==> src/rtl/pad_pok_sequencer.sv <==
// Pad-ring power-ok sequencer: synchronizes raw rail power-good, debounces it
// and releases per-bank pad power-ok in ascending bank order with a settle delay.
package pad_pok_pkg;
  typedef logic [7:0] pad_pok_t;
endpackage

module pad_pok_sequencer
  import pad_pok_pkg::*;
#(
  parameter int NumBanks       = 4,
  parameter int DebounceCycles = 16,
  parameter int SettleCycles   = 8
) (
  input  logic                                               clk,
  input  logic                                               rst_n,
  input  logic                                               en_i,
  input  pad_pok_t [NumBanks-1:0]                            raw_pok_i,
  output pad_pok_t [NumBanks-1:0]                            pad_pok_o,
  output logic [NumBanks-1:0]                                released_o,
  output logic [((NumBanks > 1) ? $clog2(NumBanks) : 1)-1:0] cur_bank_o,
  output logic                                               all_ok_o,
  output logic                                               fault_o
);

  localparam int CurW   = (NumBanks > 1) ? $clog2(NumBanks) : 1;
  localparam int CntMax = (DebounceCycles > SettleCycles) ? DebounceCycles : SettleCycles;
  localparam int CntW   = $clog2(CntMax + 1);

  localparam logic [CntW-1:0] DebLast  = CntW'(DebounceCycles - 1);
  localparam logic [CntW-1:0] SetLast  = CntW'(SettleCycles - 1);
  localparam logic [CntW-1:0] CntSat   = {CntW{1'b1}};
  localparam logic [CurW-1:0] LastBank = CurW'(NumBanks - 1);

  typedef enum logic [1:0] {
    ST_IDLE,
    ST_WAIT,
    ST_SETTLE,
    ST_DONE
  } state_t;

  state_t                  state, state_n;
  logic [CurW-1:0]         cur, cur_n;
  logic [CntW-1:0]         cnt, cnt_n, cnt_inc;
  logic [NumBanks-1:0]     released, released_n;
  logic [NumBanks-1:0]     bank_good;
  logic                    fault_q, fault_n;
  logic                    fault_any;
  logic [CurW-1:0]         fault_bank;
  pad_pok_t [NumBanks-1:0] raw_meta, raw_sync;

  always_ff @(posedge clk or negedge rst_n) begin
    if (!rst_n) begin
      raw_meta <= '0;
      raw_sync <= '0;
    end else begin
      raw_meta <= raw_pok_i;
      raw_sync <= raw_meta;
    end
  end

  always_comb begin
    bank_good = '0;
    for (int b = 0; b < NumBanks; b++) begin
      bank_good[b] = &raw_sync[b];
    end
  end

  // Descending scan so the lowest failing released bank wins.
  always_comb begin
    fault_any  = 1'b0;
    fault_bank = '0;
    for (int b = NumBanks - 1; b >= 0; b--) begin
      if (released[b] && !bank_good[b]) begin
        fault_any  = 1'b1;
        fault_bank = CurW'(b);
      end
    end
  end

  assign cnt_inc = (cnt == CntSat) ? cnt : cnt + CntW'(1);

  always_comb begin
    state_n    = state;
    cur_n      = cur;
    cnt_n      = cnt;
    released_n = released;
    fault_n    = 1'b0;
    if (!en_i) begin
      state_n    = ST_IDLE;
      cur_n      = '0;
      cnt_n      = '0;
      released_n = '0;
    end else if (state != ST_IDLE && fault_any) begin
      // Revoke the failing bank and everything above it, then resequence from it.
      for (int b = 0; b < NumBanks; b++) begin
        if (CurW'(b) >= fault_bank) begin
          released_n[b] = 1'b0;
        end
      end
      cur_n   = fault_bank;
      cnt_n   = '0;
      state_n = ST_WAIT;
      fault_n = 1'b1;
    end else begin
      case (state)
        ST_IDLE: begin
          state_n = ST_WAIT;
          cur_n   = '0;
          cnt_n   = '0;
        end
        ST_WAIT: begin
          if (!bank_good[cur]) begin
            cnt_n = '0;
          end else if (cnt == DebLast) begin
            state_n = ST_SETTLE;
            cnt_n   = '0;
          end else begin
            cnt_n = cnt_inc;
          end
        end
        ST_SETTLE: begin
          if (!bank_good[cur]) begin
            state_n = ST_WAIT;
            cnt_n   = '0;
          end else if (cnt == SetLast) begin
            released_n[cur] = 1'b1;
            cnt_n           = '0;
            if (cur == LastBank) begin
              state_n = ST_DONE;
            end else begin
              cur_n   = cur + CurW'(1);
              state_n = ST_WAIT;
            end
          end else begin
            cnt_n = cnt_inc;
          end
        end
        ST_DONE: begin
          state_n = ST_DONE;
        end
        default: begin
          state_n = ST_IDLE;
        end
      endcase
    end
  end

  always_ff @(posedge clk or negedge rst_n) begin
    if (!rst_n) begin
      state    <= ST_IDLE;
      cur      <= '0;
      cnt      <= '0;
      released <= '0;
      fault_q  <= 1'b0;
    end else begin
      state    <= state_n;
      cur      <= cur_n;
      cnt      <= cnt_n;
      released <= released_n;
      fault_q  <= fault_n;
    end
  end

  always_comb begin
    pad_pok_o = '0;
    for (int b = 0; b < NumBanks; b++) begin
      pad_pok_o[b] = released[b] ? raw_sync[b] : 8'h00;
    end
  end

  assign released_o = released;
  assign cur_bank_o = cur;
  assign all_ok_o   = (state == ST_DONE);
  assign fault_o    = fault_q;

endmodule

==> config.mk <==
export PLATFORM = sky130hd
export DESIGN_NAME = pad_pok_sequencer
export DESIGN_NICKNAME = d
export VERILOG_FILES = /design/src/rtl/pad_pok_sequencer.sv
export SDC_FILE = /design/constraint.sdc
export NUM_CORES = 1
export LEC_CHECK = 0
export ABC_AREA = 1
export CELL_PAD_IN_SITES_DETAIL_PLACEMENT = 1
export CELL_PAD_IN_SITES_GLOBAL_PLACEMENT = 1
export CORE_ASPECT_RATIO = 1.25
export CORE_MARGIN = 2
export CORE_UTILIZATION = 34
export DETAILED_ROUTE_END_ITERATION = 8
export HOLD_SLACK_MARGIN = 0.06
export PLACE_DENSITY = 0.85
export SETUP_SLACK_MARGIN = 0.05
export SLEW_MARGIN = 40
export SYNTH_ARGS = -nofsm -noshare
export SYNTH_HDL_FRONTEND = slang
export SYNTH_SLANG_ARGS = --single-unit
==> constraint.sdc <==
create_clock -name clk -period 1.5 [get_ports clk]
set_input_delay 0.45 -clock clk [delete_from_list [all_inputs] [get_ports clk]]
set_output_delay 0.45 -clock clk [all_outputs]
set_load 0.05 [all_outputs]
Word level (Yosys, flattened, before mapping)
Index checks and enable logic that the tools add are counted.
{ "word_totals": {"inputBits": 35, "reg_bits": 78} }
{ "op_classes": {"n_eq_ne": 22, "n_addsub": 2, "muxes": 49, "n_reduce_logical": 22, "n_lt_le_gt_ge": 6, "bitwise": 1} }
{ "op_table": {"columns": ["op", "count"], "rows": [
  ["two-way mux 5 bit", 7],
  ["two-way mux 2 bit", 16],
  ["two-way mux 8 bit", 4],
  ["AND reduction 8 bit", 4],
  ["two-way mux 4 bit", 5],
  ["inequality test 4 bit, second input constant", 5],
  ["AND reduction 4 bit", 5],
  ["one-hot mux 5 bit (3 select lines)", 1],
  ["two-way mux 1 bit", 12],
  ["inequality test 3 x 2 -> 1 bit, second input constant", 4],
  ["inequality test 3 x 1 -> 1 bit, second input constant", 3],
  ["one-hot mux 2 bit (4 select lines)", 1],
  ["== test 2 bit, second input constant", 3],
  ["logical AND 1 bit", 6],
  ["adder 5 x 1 -> 5 bit, second input constant", 1],
  ["== test 5 x 3 -> 1 bit, second input constant", 1],
  ["== test 5 x 4 -> 1 bit, second input constant", 1],
  ["== test 5 bit, second input constant", 1],
  ["inequality test 5 x 1 -> 1 bit, second input constant", 1],
  ["inequality test 5 bit, second input constant", 1],
  [">= comparator 1 x 2 -> 1 bit, first input constant", 2],
  [">= comparator 2 bit, first input constant", 2],
  ["zero test 1 bit", 4],
  ["inequality test 4 x 1 -> 1 bit, second input constant", 1],
  ["11 further kinds", 11]
]} }

Longest topological paths before layout
{ "depth": {"depth_word": 11, "ltp_mapped": 12, "ltp_nobuf": 12} }

Worst setup path before layout
No wires, ideal clock.
{ "synth_path": {"path_kind": "register to output", "start": "register released[2] (netlist: released_o[2])", "end": "output port pad_pok_o[16] in the netlist's numbering", "required_ps": 1050, "arrival_time_ps": 1367, "stages_incl_launch_ff": 4, "n_path_buf": 1, "slack_ps": -317, "path_cell_list": "dfrtp_1 clkbuf_1 nand2_1 inv_1"} }
{ "synth_lines": {"columns": ["item", "line", "source"], "rows": [
  ["start, declared", "44", "logic [NumBanks-1:0] released, released_n;"],
  ["start signal, assigned", "159", "released <= released_n;"],
  ["end, declared", "18", "output pad_pok_t [NumBanks-1:0] pad_pok_o,"]
]} }

Worst setup path in the final report
{ "layout_path": {"start": "register raw_sync[21] in the netlist's numbering", "end": "register released[3] (netlist: released_o[3])"} }
{ "layout_between": {"elab_chain_len": 9, "word_cells_on_any_way": 20, "classes_between": "order compare (1); eq/ne (4); mux (10); reduce/logical (5)"} }
{ "layout_rtl": {"columns": ["item", "line", "source"], "rows": [
  ["start, declared", "49", "pad_pok_t [NumBanks-1:0] raw_meta, raw_sync;"],
  ["start signal, assigned", "57", "raw_sync <= raw_meta;"],
  ["AND reduction 8 bit (*)", "64", "bank_good[b] = &raw_sync[b];"],
  ["zero test 1 bit", "73", "if (released[b] && !bank_good[b]) begin"],
  ["logical AND 1 bit", "73", null],
  ["two-way mux 2 bit / two-way mux 1 bit (equally long branches) (3 in series)", "73", null],
  [">= comparator 2 bit / logical AND 1 bit (equally long branches)", "96, 93", null],
  ["inequality test 3 x 2 -> 1 bit (no source line) (tied with other cells)", null, null],
  ["AND reduction 4 bit (no source line) / two-way mux 4 bit (equally long branches)", null, null]
]} }
Every way passes the cells marked *; elsewhere a longest branch is shown, timed or not. The select of a mux whose other input is x is not followed.
A chain may end at the register's enable or synchronous reset.

==> summary.txt <==
Run status
  – Outcome: finished with violations
  – Failing checks: negative setup slack

GRT
  – GRT met2 Usage: 0.398
  – Aggregate global routing overflow: 0
  – First-pass GRT wire length: 15.8 mm
  – Largest net degree at the start of global routing: between 70 and 80
  – Grt met1 use: 0.223
  – Initial antenna violation count: 0
  – Tot GR Track Use: 0.218
  – GR Util met3: 0.0596
  – Top Usage Layer GRT: met2
  – Number of global-route vias before repair: just over 3k

Timing
  – Final WS setup: -431 ps
  – Worst Tran Pin Value: 423 ps
  – F_max: 518 MHz
  – Final hold vios: 0
  – Final min period: ~1900 ps
  – Final setup viols: 52
  – RSZ-0062 raised after global routing: true
  – Post-route setup TNS: -12300 ps
  – Final period utilization: 1.29
  – Clock skew: 6.54 ps
  – Final Max Tran Viols: 0
  – Slew margin rel.: 0.718

Placed design
  – IO Port Bufs: 74
  – RePlAce Congestion: 0.841
  – Dpl cells: 535
  – Post-DP HPWL: 6.46 mm
  – DP Worst Slack: -300 ps

Layout
  – NumNets Final: 495
  – ANT cells: 0
  – Area Growth Syn to Fin: 86.9%
  – Cell Count, Final, Fillers Out: approximately 580
  – Share of cells above drive strength 1: 0.554

Clocking
  – CTS buffer count: 9
  – Clock latency on the worst-skew pair: 340 ps
  – Htree depth: 3
  – TritonCTS clock tree: yes
  – Clock sinks: between 70 and 80
  – Root Driver: clkbuf_16
  – Clock slew at reported path FFs: roughly 60 ps
  – Max clock buf depth: 2

Yosys
  – Synth top area share: 0.627
  – Synthesized area: 0.00312 sq mm
  – Post-Syn Instances: 306
  – Count leader, synth: nand2_1
  – Share of the yosys chip area belonging to registers: 0.627
  – Most frequent cells after synthesis: 90 x nand2_1, 78 x dfrtp_1, 45 x inv_1, 20 x nand3_1, 11 x nor2_1
  – Async set or reset register ratio after synthesis: 1.00
  – Biggest area consumer among synthesized cells: dfrtp_1
  – Synth warnings: 0
  – Post-synth cell types: 31
  – Main synth FF type: dfrtp_1
  – Net Count, Synth: between 300 and 400
  – Avg Synthesized Cell Area: 10.2 sq um
  – Post-synth EDFFs: 0
  – Top cells by area, synth: dfrtp_1 63%, nand2_1 11%, inv_1 5.4%, ha_1 4.0%, nand3_1 3.2%
  – Flip-flop and latch count after synthesis: a little under 80

Floorplanning
  – Die area: 0.00995 sq mm
  – Core Box Area: roughly 0.009 sq mm
  – Die Ht: 111 um
  – Initial core utilization: 0.345
  – Die X: 89.6 um
  – # rows: 39
  – Ports: 75

Power and ir drop
  – Peak supply drop: 0.835 mV
  – Leakage Power: 2.64 nW
  – PD cells: 1310 mW/mm^2

Route
  – Total wire length: 12.2 mm
  – Post-route DRC: 0
  – Vias after detailed routing: 2707
  – DR iter-0 viols: 117
  – Routed length per instance: 21.2 um
  – TritonRoute pass-1 iters: 4
  – Routed Antenna Nets: 0
  – DR vias/cell: 4.68

Setup path
  – Worst setup path start: raw_sync[21]$_DFF_PN0_
  – Worst r2r src: raw_sync[21]$_DFF_PN0_
  – Crit. End Element: register
  – Worst-path maximum fanout: 5
  – Crit Path Category: register to register
  – CP Data Arrival Time: 2160 ps
  – Worst endpoint required time: between 1500 and 2000 ps
  – CP startpoint kind: register
  – R2R depth: 9
  – R2R Setup Slk: -430 ps

Hold path
  – Min-delay worst type: input pin to asynchronous set/reset pin

Flow run
  – Max_cap viols: 0
-- final cells by class --
cell class	count	area (sq um)
fillers	882	3200
flip-flops and latches	78	1960
repair buffers	137	1760
multi-input cells	176	1370
inverters	48	304
clock buffers	11	243
well taps	123	154
clock inverters	5	35.0
-- final timing paths --
kind / end
setup reg to reg: released_o[3]$_DFFE_PN0P_
hold / removal: raw_sync[15]$_DFF_PN0_
setup / recovery: released_o[3]$_DFFE_PN0P_
max in group asynchronous: released_o[3]$_DFFE_PN0P_
min in group clk: raw_sync[14]$_DFF_PN0_
hold reg to reg: raw_sync[14]$_DFF_PN0_
-- cell usage in the layout, fill, tap and decap left out, drive strengths merged --
cell type,instances
nand3b,1
nor3,2
o21ai,10
clkinv,5
nand4,2
a21boi,1
o211ai,1
ha,10
o21bai,1
nand3,21
nor2,20
inv,15
o22ai,1
xor2,2
nand2,100
buf,102
dfrtp,78
a21oi,3
clkbuf,13
clkdlybuf4s50,33
mux2i,1
clkinvlp,33
-- metal layers --
metal,share of wire,vias to the layer above
met2,0.57,89
met3,0.038,32
met5,0,-
li1,-,1217
met1,0.36,1369
met4,0.037,0
-- worst max-delay path, stage by stage (launching register included) --
cell,delay [ps]
dfrtp_1,380
nand2_1,80
nor2_2,190
nand2_2,90
nand2_4,110
nand2_4,90
o21ai_4,280
nand2_4,170
buf_4,180
nor2_1,220
-- stage by stage --
step           hold slack (ps)   util  power, mW  instance area (sq um)
6_report                   116  0.645       7.63                   5820
2_1_floorplan              154      -       3.63                   3360
4_1_cts                    147  0.616       7.17                   5560
5_1_grt                    173  0.645       7.89                   5820
3_3_place_gp               332  0.545       4.69                   4920
3_5_place_dp               336  0.545       4.79                   4920
-- power breakdown --
group          total, mW  switching, mW  internal, mW
sequential          2.40          0.146          2.25
combinational       3.18           1.76          1.42
clock               2.06          0.890          1.17
total               7.63           2.79          4.84
-- what timing repair did --
item | CTS | global route
pin swaps | 9 | 25
setup buffers | 18 | 7
setup endpoints to repair | 52 | 52
gates resized for setup | 57 | 38
hold buffers | 0 | 0
cloned | 0 | 2
-- registers in the layout, summed over array words and instances, names as in the netlist --
signal / count
state: 2
released_o: 4
raw_meta: 32
raw_sync: 32
cur_bank_o: 2
fault_o: 1
cnt: 5
-- logic make-up (layout without fill, tap and decap cells) --
family,after synthesis,after routing,synth area share
multiplexers,1,1,0.00321
AO/OA/AOI/OAI,17,17,0.0349
adder cells (fa/ha/maj),10,10,0.0402
flip-flops,78,78,0.627
buffers and inverters,52,201,0.0639
AND/OR/NAND/NOR,146,146,0.226
XOR/XNOR,2,2,0.00562
No activity file was read; power rests on OpenSTA's default activity.
